`src/rtl/rob_commit_unit_pkg.sv`:
```
// Shared sizing constants for the reorder/commit engine.
// Default RRF/ROB depth, tag width, architectural register width and data width.
// Constants only: no logic, no latency, no flow control.
package rob_commit_unit_pkg;
    localparam int RRF_NUM  = 64;
    localparam int RRF_SEL  = 6;
    localparam int REG_SEL  = 5;
    localparam int DATA_LEN = 32;
endpackage

```
`src/rtl/rob_commit_unit_entry_status.sv`:
```
// Per-entry valid/finished bits with dispatch > commit-clear > finish-set priority.
// Latency: updates land on the rising edge and are visible the following cycle.
// Backpressure: none; every request is applied in the cycle it is presented.
module rob_entry_status
    import rob_commit_unit_pkg::*;
#(
    parameter int P_RRF_NUM = RRF_NUM,
    parameter int P_RRF_SEL = RRF_SEL
) (
    input  logic                 clk_i,
    input  logic                 reset_i,
    input  logic                 i_dp_en,
    input  logic [P_RRF_SEL-1:0] i_dp_tag,
    input  logic                 i_com_en,
    input  logic [P_RRF_SEL-1:0] i_com_tag,
    input  logic                 i_fin_en,
    input  logic [P_RRF_SEL-1:0] i_fin_tag,
    output logic [P_RRF_NUM-1:0] o_valid,
    output logic [P_RRF_NUM-1:0] o_finished
);
    logic [P_RRF_NUM-1:0] r_valid;
    logic [P_RRF_NUM-1:0] r_finished;

    // A finish is only honoured by an entry that is already live.
    always_ff @(posedge clk_i or negedge reset_i) begin
        if (!reset_i) begin
            r_valid    <= '0;
            r_finished <= '0;
        end else begin
            for (int i = 0; i < P_RRF_NUM; i++) begin
                if (i_dp_en && (i_dp_tag == P_RRF_SEL'(i))) begin
                    r_valid[i]    <= 1'b1;
                    r_finished[i] <= 1'b0;
                end else if (i_com_en && (i_com_tag == P_RRF_SEL'(i))) begin
                    r_valid[i]    <= 1'b0;
                    r_finished[i] <= 1'b0;
                end else if (i_fin_en && (i_fin_tag == P_RRF_SEL'(i)) && r_valid[i]) begin
                    r_finished[i] <= 1'b1;
                end
            end
        end
    end

    assign o_valid    = r_valid;
    assign o_finished = r_finished;
endmodule

```
`src/rtl/rob_commit_unit.sv`:
```
// In-order retire engine: one commit per cycle once the head entry is finished.
// Latency: commit outputs are combinational from registered state (finish at N, ARF writes at N+1).
// Backpressure: none; dispatch is never stalled, the allocator tracks occupancy via com_inst_num_o.
module rob_commit_unit
    import rob_commit_unit_pkg::*;
#(
    parameter int P_RRF_NUM = RRF_NUM,
    parameter int P_RRF_SEL = RRF_SEL,
    parameter int P_REG_SEL = REG_SEL
) (
    input  logic                 clk_i,
    input  logic                 reset_i,
    input  logic                 dp_en_i,
    input  logic [P_RRF_SEL-1:0] dp_rrftag_i,
    input  logic [P_REG_SEL-1:0] dp_dst_num_i,
    input  logic                 dp_dst_en_i,
    input  logic                 finish_we_i,
    input  logic [P_RRF_SEL-1:0] finish_rrftag_i,
    output logic [1:0]           com_inst_num_o,
    output logic                 completed_we_o,
    output logic [P_REG_SEL-1:0] completed_dstnum_o,
    output logic [P_RRF_SEL-1:0] completed_dst_rrftag_o,
    output logic [P_RRF_SEL-1:0] comptr_o,
    output logic                 rob_empty_o
);
    logic [P_RRF_SEL-1:0] r_comptr;
    logic [P_REG_SEL-1:0] r_dst_num [P_RRF_NUM];
    logic                 r_dst_en  [P_RRF_NUM];
    logic [P_RRF_NUM-1:0] w_valid;
    logic [P_RRF_NUM-1:0] w_finished;
    logic                 w_commit;

    rob_entry_status #(
        .P_RRF_NUM (P_RRF_NUM),
        .P_RRF_SEL (P_RRF_SEL)
    ) u_status (
        .clk_i      (clk_i),
        .reset_i    (reset_i),
        .i_dp_en    (dp_en_i),
        .i_dp_tag   (dp_rrftag_i),
        .i_com_en   (w_commit),
        .i_com_tag  (r_comptr),
        .i_fin_en   (finish_we_i),
        .i_fin_tag  (finish_rrftag_i),
        .o_valid    (w_valid),
        .o_finished (w_finished)
    );

    assign w_commit = w_valid[r_comptr] & w_finished[r_comptr];

    // Destination payload is only meaningful while valid, so it carries no reset.
    always_ff @(posedge clk_i) begin
        if (dp_en_i) begin
            r_dst_num[dp_rrftag_i] <= dp_dst_num_i;
            r_dst_en[dp_rrftag_i]  <= dp_dst_en_i;
        end
    end

    always_ff @(posedge clk_i or negedge reset_i) begin
        if (!reset_i) begin
            r_comptr <= '0;
        end else if (w_commit) begin
            r_comptr <= r_comptr + P_RRF_SEL'(1);
        end
    end

    assign com_inst_num_o         = {1'b0, w_commit};
    assign completed_we_o         = w_commit & r_dst_en[r_comptr];
    assign completed_dstnum_o     = w_commit ? r_dst_num[r_comptr] : '0;
    assign completed_dst_rrftag_o = r_comptr;
    assign comptr_o               = r_comptr;
    assign rob_empty_o            = ~|w_valid;
endmodule

```
`config.mk`:
```
export PLATFORM = sky130hd
export DESIGN_NAME = rob_commit_unit
export DESIGN_NICKNAME = d
export VERILOG_FILES = /design/src/rtl/rob_commit_unit_pkg.sv /design/src/rtl/rob_commit_unit_entry_status.sv /design/src/rtl/rob_commit_unit.sv
export SDC_FILE = /design/constraint.sdc
export NUM_CORES = 1
export LEC_CHECK = 0
export ABC_AREA = 1
export CORE_UTILIZATION = 55
export CTS_CLUSTER_DIAMETER = 50
export DETAILED_ROUTE_END_ITERATION = 7
export PLACE_DENSITY = 0.8
export REMOVE_ABC_BUFFERS = 1
export SLEW_MARGIN = 5
export SYNTH_ARGS = -nofsm -noshare
export SYNTH_HDL_FRONTEND = slang
export SYNTH_SLANG_ARGS = --single-unit
```
`constraint.sdc`:
```
create_clock -name clk_i -period 6.8 [get_ports clk_i]
set_input_delay 1.36 -clock clk_i [delete_from_list [all_inputs] [get_ports clk_i]]
set_output_delay 1.36 -clock clk_i [all_outputs]
set_load 0.02 [all_outputs]
```
==> results of run 1 <==
cells in the mapped netlist, drive strengths merged (4+ instances only):
library cell | n | area share
a21oi | 143 | 0.030
a31oi | 21 | 0.0055
a32o | 80 | 0.033
a32oi | 15 | 0.0055
buf | 88 | 0.023
clkbuf | 38 | 0.0060
dfrtp | 134 | 0.14
edfxtp | 384 | 0.48
ha | 4 | 0.0021
inv | 270 | 0.042
nand2 | 900 | 0.14
nand3 | 107 | 0.022
nand4 | 5 | 0.0013
nor2 | 304 | 0.049
nor3 | 4 | 0.00084
nor4 | 18 | 0.0047
o21ai | 31 | 0.0065
o22ai | 7 | 0.0018
critical path: cells and delay by family (launching register included):
family / cells / cell delay [ns]
AO/OA/AOI/OAI: 1 / 0.07
buffers and inverters: 4 / 1.71
AND/OR/NAND/NOR: 7 / 1.70
flip-flops: 1 / 0.57
final cells by class:
| class | count | area share |
|---|---|---|
| Timing Repair Buffer | 64 | 0.0225 |
| Sequential cell | 518 | 0.565 |
| Clock inverter | 28 | 0.00888 |
| Inverter | 272 | 0.0391 |
| Multi-Input combinational cell | 1647 | 0.280 |
| Clock buffer | 72 | 0.0573 |
| Tap cell | 585 | 0.0278 |
metrics by stage:
step | setup slack [ns] | hold slack, ns
CTS | 0.915 | 0.519
global placement | 1.59 | 0.495
detailed placement | 1.56 | 0.504
floorplan | -4.82 | 0.472
global route | 0.615 | 0.550
finish | 0.755 | 0.512
how the worst max path moves through the flow:
stage                                  to  slack [ns]  cells after the start
global placement    completed_dstnum_o[4]        1.59                     12
global route        completed_dstnum_o[4]        0.62                     12
detailed placement  completed_dstnum_o[4]        1.56                     12
CTS                 completed_dstnum_o[4]        0.92                     12
finish              completed_dstnum_o[4]        0.75                     12
floorplan               com_inst_num_o[0]       -4.82                     10
cell usage in the layout (no fill, tap or decap), drive strengths merged:
master and instances:
nor4 18, nand3 107, clkdlybuf4s50 34, bufinv 2
inv 276, dfrtp 134, clkinvlp 1, ha 4
a32oi 15, o22ai 7, clkinv 21, a31oi 21
a31o 1, xor2 3, edfxtp 384, nor2 304
a22oi 1, clkbuf 72, nand4 5, buf 30
o211ai 2, nor3 4, a21oi 143, conb 1
nand2 900, a32o 80, o21ai 31
layer usage:
layer	wire length [µm]	global-route usage	vias to the layer above
li1	-	-	8442
met1	27800	0.444	9036
met2	31900	0.500	1208
met3	8560	0.0859	215
met4	3840	0.168	0
met5	0	0	-
logic make-up (layout without fill, tap and decap cells):
| kind of cell | Yosys count | in the layout | share of synthesized area |
|---|---|---|---|
| AOI/OAI and AO/OA | 301 | 301 | 0.0839 |
| xor gates and xnor gates | 3 | 3 | 0.00110 |
| adders and majority gates | 4 | 4 | 0.00209 |
| buffers and inverters | 398 | 436 | 0.0712 |
| DFF | 518 | 518 | 0.621 |
| other | 1 | 1 | 0.000157 |
| and+or+nand+nor | 1338 | 1338 | 0.220 |
registers in the layout, indices dropped and copies added (netlist names):
register / count
u_status.o_valid: 64
completed_dst_rrftag_o: 6
u_status.o_finished: 64
r_dst_num: 320
r_dst_en: 64
where the power goes:
part | leakage, nW | internal (mW) | switching [mW] | total [mW]
clock | 0.865 | 1.65 | 1.25 | 2.90
sequential | 4.94 | 3.56 | 0.115 | 3.68
combinational | 5.02 | 1.08 | 2.59 | 3.67
total | 10.8 | 6.29 | 3.95 | 10.2
==> impl_metrics.env, run 1 <==
export IMPL_ys_flop_type="edfxtp_1"
export IMPL_max_stage_delay_ns=0.67
export IMPL_synth_edff_count=384
export IMPL_design_area_um2=26400
export IMPL_worst_pin_slew_ns=1.28
export IMPL_min_to="u_status.o_finished[9]$_DFFE_PN0P_"
export IMPL_total_leakage_power_nw=10.8
export IMPL_grt_pass1_wl_um=109000
export IMPL_setup_viol=0
export IMPL_postSynth_asyncResetShare=0.259
export IMPL_r2r_slack_ns=3.03
export IMPL_rows=76
export IMPL_reg2reg_depth=13
export IMPL_dr_pass1_iters=6
export IMPL_arrival_ns=4.69
export IMPL_worstPathCellList="nand2_2 -> inv_1 -> buf_4 -> nand2_1 -> nand2_1 -> o21ai_0 -> nand2_1 -> inv_1 -> nand2_1 -> nand2_1 -> nor2_1 -> clkdlybuf4s50_1"
export IMPL_grt_pass1_vias=18132
export IMPL_fill_cells=3547
export IMPL_maxSlewViolCount=0
export IMPL_postLayoutCoreUtil=0.613
export IMPL_seq_area_um2=14900
export IMPL_vias=18901
export IMPL_core_um2=43000
export IMPL_hold_violations=0
export IMPL_crit_top_cell="nand2_1"
export IMPL_clk_pin_slew_ns=0.06
export IMPL_synth_seq_cells=518
export IMPL_rsz0062_at_grt="no"
export IMPL_syn_area_um2=24000
export IMPL_insertion_delay_ns=0.61
export IMPL_cts_repair_resized=0
export IMPL_hold_path_startpoint="u_status.o_finished[9]$_DFFE_PN0P_"
export IMPL_path_max_fanout=18
export IMPL_layout_nets=2583
export IMPL_numPortBuffers=41
export IMPL_io_pins=43
export IMPL_fin_crit_sh=0.889
export IMPL_ys_types=32
export IMPL_dp_cells=3086
export IMPL_die_h_um=211
export IMPL_cp_startpoint="completed_dst_rrftag_o[3]$_DFFE_PN0P_"
export IMPL_power_mw=10.2
export IMPL_hold_buffers=0
export IMPL_dpl_cell_area_um2=24600
export IMPL_finalNonFillerCells=3186
export IMPL_gp_congestion=1.05
export IMPL_maxCapViolations=0
export IMPL_cts_path_max_buffers=3
export IMPL_ant_nets=0
export IMPL_p_per_area_nw_per_um2=389
export IMPL_cts_num_sinks=518
export IMPL_start_util=0.557
export IMPL_grt_start_max_net_pins=216
export IMPL_n_antenna_cell=0
export IMPL_htreeDepth=2
export IMPL_yosysWarnings=0
export IMPL_critPathKind="flop to output pin"
export IMPL_crit_slowest_cell="clkdlybuf4s50_1"
export IMPL_post_dp_hpwl_um=46100
export IMPL_cts_tree="yes"
export IMPL_die_w_um=211
export IMPL_grt_overflow_total=0
export IMPL_drt_wl_total_um=72100
export IMPL_postCtsSetupBuffers=0
export IMPL_r2r_end="u_status.o_valid[38]$_DFFE_PN0P_"
export IMPL_cts_buffers_inserted=54
export IMPL_fin_crit_ns=6.05
export IMPL_syn_area_per_cell_um2=9.35
export IMPL_vias_per_cell=5.93
export IMPL_reg2reg_from="completed_dst_rrftag_o[3]$_DFFE_PN0P_"
export IMPL_multi_input_area_um2=7370
export IMPL_drtIter0Drc=2727
export IMPL_ys_seq_area_frac=0.621
export IMPL_worstSetupStartpointType="flop"
export IMPL_die_area_um2=44400
export IMPL_cts_root_buf="clkbuf_16"
export IMPL_drc_errors=0
export IMPL_fin_worst_skew_ns=0.0203
export IMPL_fmax_mhz=165
export IMPL_whs_path_depth=2
export IMPL_wire_per_inst_um=22.6
export IMPL_antenna_found_initial=0
export IMPL_syn_inst=2563
export IMPL_drive_gt1_frac=0.0531
export IMPL_finalSetupTns_ns=0
export IMPL_cp_end_kind="output pin"
export IMPL_min_path_type="flop to flop"
export IMPL_ir_drop_uv=343
export IMPL_slew_limit_headroom=0.146
export IMPL_critPathRequiredTime_ns=5.44
export IMPL_status="finished, final reports clean"
export IMPL_grt_usage=0.331
export IMPL_syn_to_final_growth_pct=10.0
(Power assumes the default switching activity.)
==> run 2: changes to the inputs <==
- CORE_MARGIN: default -> 2
==> run 2 against run 1 <==
  * Critical path depth stayed put
  * Via count down 0.58%
  * Worst setup slack got worse by 0.11 ns
  * Largest cell class unchanged
  * Highest routed layer is now met5
  * Wire length is 1.3% lower
  * Power increased by 1.5%
==> impl_metrics.env, run 2 (synthesized netlist as in run 1, its figures left out) <==
export IMPL_cts_root_buf="clkbuf_16"
export IMPL_clk_pin_slew_ns=0.07
export IMPL_grt_usage=0.322
export IMPL_power_mw=10.4
export IMPL_setup_viol=0
export IMPL_worstPathCellList="nand2_2 -> inv_1 -> buf_4 -> nand2_1 -> nand2_1 -> nor2_1 -> nor2_1 -> nor2_1 -> nand2_1 -> nand2_1 -> nor2_1 -> clkdlybuf4s50_1"
export IMPL_vias=18791
export IMPL_insertion_delay_ns=0.61
export IMPL_io_pins=43
export IMPL_syn_to_final_growth_pct=10.4
export IMPL_cts_buffers_inserted=53
export IMPL_grt_pass1_wl_um=107000
export IMPL_ir_drop_uv=496
export IMPL_fmax_mhz=162
export IMPL_drc_errors=0
export IMPL_max_flop_register="r_dst_num"
export IMPL_cts_num_sinks=518
export IMPL_wl_met1_um=28200
export IMPL_cts_tree="yes"
export IMPL_crit_slowest_cell="inv_1"
export IMPL_drive_gt1_frac=0.0523
export IMPL_cts_path_max_buffers=3
export IMPL_worst_pin_slew_ns=1.28
export IMPL_grt_pass1_vias=18083
export IMPL_cp_top_family="buffers and inverters"
export IMPL_clockPowerShare=0.293
export IMPL_wl_met3_um=8320
export IMPL_start_util=0.556
export IMPL_postCtsSetupBuffers=0
export IMPL_final_cell_mix="nand2_1 (889), edfxtp_1 (384), nor2_1 (298)"
export IMPL_multi_input_area_um2=7370
export IMPL_core_um2=43100
export IMPL_post_dp_hpwl_um=44600
export IMPL_min_path_type="flop to flop"
export IMPL_fill_cells=3498
export IMPL_antenna_found_initial=2
export IMPL_highest_layer="met5"
export IMPL_hold_buffers=0
export IMPL_fin_worst_skew_ns=0.0237
export IMPL_drt_wl_total_um=71200
export IMPL_wire_per_inst_um=22.3
export IMPL_critPathKind="flop to output pin"
export IMPL_power_frac_comb=0.350
export IMPL_p_sw_frac=0.378
export IMPL_htreeDepth=2
export IMPL_die_w_um=213
export IMPL_fin_crit_sh=0.906
export IMPL_grt_overflow_total=0
export IMPL_rsz0062_at_grt="no"
export IMPL_critPathRequiredTime_ns=5.44
export IMPL_fin_crit_ns=6.16
export IMPL_die_h_um=213
export IMPL_worstSetupStartpointType="flop"
export IMPL_drtIter0Drc=2612
export IMPL_maxSlewViolCount=0
export IMPL_vias_per_cell=5.89
export IMPL_path_max_fanout=19
export IMPL_die_area_um2=45200
export IMPL_finalSetupTns_ns=0
export IMPL_p_seq_frac=0.357
export IMPL_max_stage_delay_ns=0.81
export IMPL_hold_violations=0
export IMPL_layout_commonest_cell="nand2_1"
export IMPL_cp_end_kind="output pin"
export IMPL_maxCapViolations=0
export IMPL_p_per_area_nw_per_um2=393
export IMPL_arrival_ns=4.80
export IMPL_intPower_mw=6.46
export IMPL_gp_congestion=1.00
export IMPL_rows=76
export IMPL_total_leakage_power_nw=10.9
export IMPL_slew_limit_headroom=0.144
export IMPL_grt_start_max_net_pins=162
export IMPL_numPortBuffers=41
export IMPL_dr_pass1_iters=5
export IMPL_seq_area_um2=14900
export IMPL_status="finished, final reports clean"
export IMPL_net_switching_power_mw=3.93
export IMPL_layout_nets=2583
export IMPL_ant_nets=0
export IMPL_cts_repair_resized=0
export IMPL_route_met2_wl_um=30600
export IMPL_largest_reg_flops=320
export IMPL_cp_buffers_inverters=3
-- run 2: cell count changes in the layout (fill, tap and decap cells not counted) --
cell / change
clkinv_2: -4
diode_2: +1
clkinvlp_4: +3
clkinv_4: -2
bufinv_16: +5
inv_8: -2
clkbuf_1: +3
buf_4: +1
inv_4: -1
clkbuf_8: -2
-- run 2: worst register-to-register path, stage by stage (launching register included) --
cell	delay, ns
dfrtp_1	0.58
nand2_2	0.24
inv_1	0.81
buf_4	0.37
nand2_1	0.09
nand2_1	0.09
o21ai_1	0.09
nand2_1	0.18
nor2_2	0.08
nor2_4	0.22
buf_4	0.42
buf_4	0.56
nand2_1	0.20
nand2_1	0.09
nand2_1	0.05
-- run 2: power by group through the flow --
stage	registers (mW)	logic, mW	clock network (mW)
floorplan	3.90	2.25	0
global placement	3.76	3.45	0
detailed placement	3.77	3.52	0
CTS	3.70	3.55	3.07
global route	3.73	3.91	3.18
finish	3.71	3.63	3.04
-- run 2: metrics by stage --
step            util  area [µm²]  instances  setup WS, ns  hold slack (ns)
6_report       0.614       26500       3188         0.641            0.523
5_1_grt        0.614       26500       3187         0.582            0.540
4_1_cts        0.614       26500       3187         0.799            0.514
3_5_place_dp   0.571       24600       3087          1.46            0.500
3_3_place_gp   0.571       24600       3087          1.61            0.491
2_1_floorplan      -       23300       2437         -4.82            0.472
-- run 2: area by class of cell --
cell class              instances  area share
flip-flops and latches        518       0.563
multi-input cells            1647       0.278
clock buffers                  73      0.0565
inverters                     272      0.0390
well taps                     585      0.0277
repair buffers                 65      0.0227
clock inverters                27      0.0129
diodes                          1   0.0000946
-- run 2: routing by layer --
layer / GRT usage / vias to the layer above
met5: 0 / -
met4: 0.175 / 2
met3: 0.0793 / 213
met2: 0.472 / 1144
met1: 0.444 / 8982
li1: - / 8450
-- run 2: worst paths after layout --
check	slack (ns)	cells after the start	to	start
min in group asynchronous	0.73	1	completed_dst_rrftag_o[3]$_DFFE_PN0P_	reset_i
min reg2reg	0.52	2	u_status.o_finished[11]$_DFFE_PN0P_	u_status.o_finished[11]$_DFFE_PN0P_
min	0.52	2	u_status.o_finished[11]$_DFFE_PN0P_	u_status.o_finished[11]$_DFFE_PN0P_
max	0.64	12	completed_dstnum_o[4]	completed_dst_rrftag_o[3]$_DFFE_PN0P_
max reg2reg	2.60	14	u_status.o_valid[38]$_DFFE_PN0P_	completed_dst_rrftag_o[3]$_DFFE_PN0P_
max in group asynchronous	4.52	2	completed_dst_rrftag_o[0]$_DFFE_PN0P_	reset_i
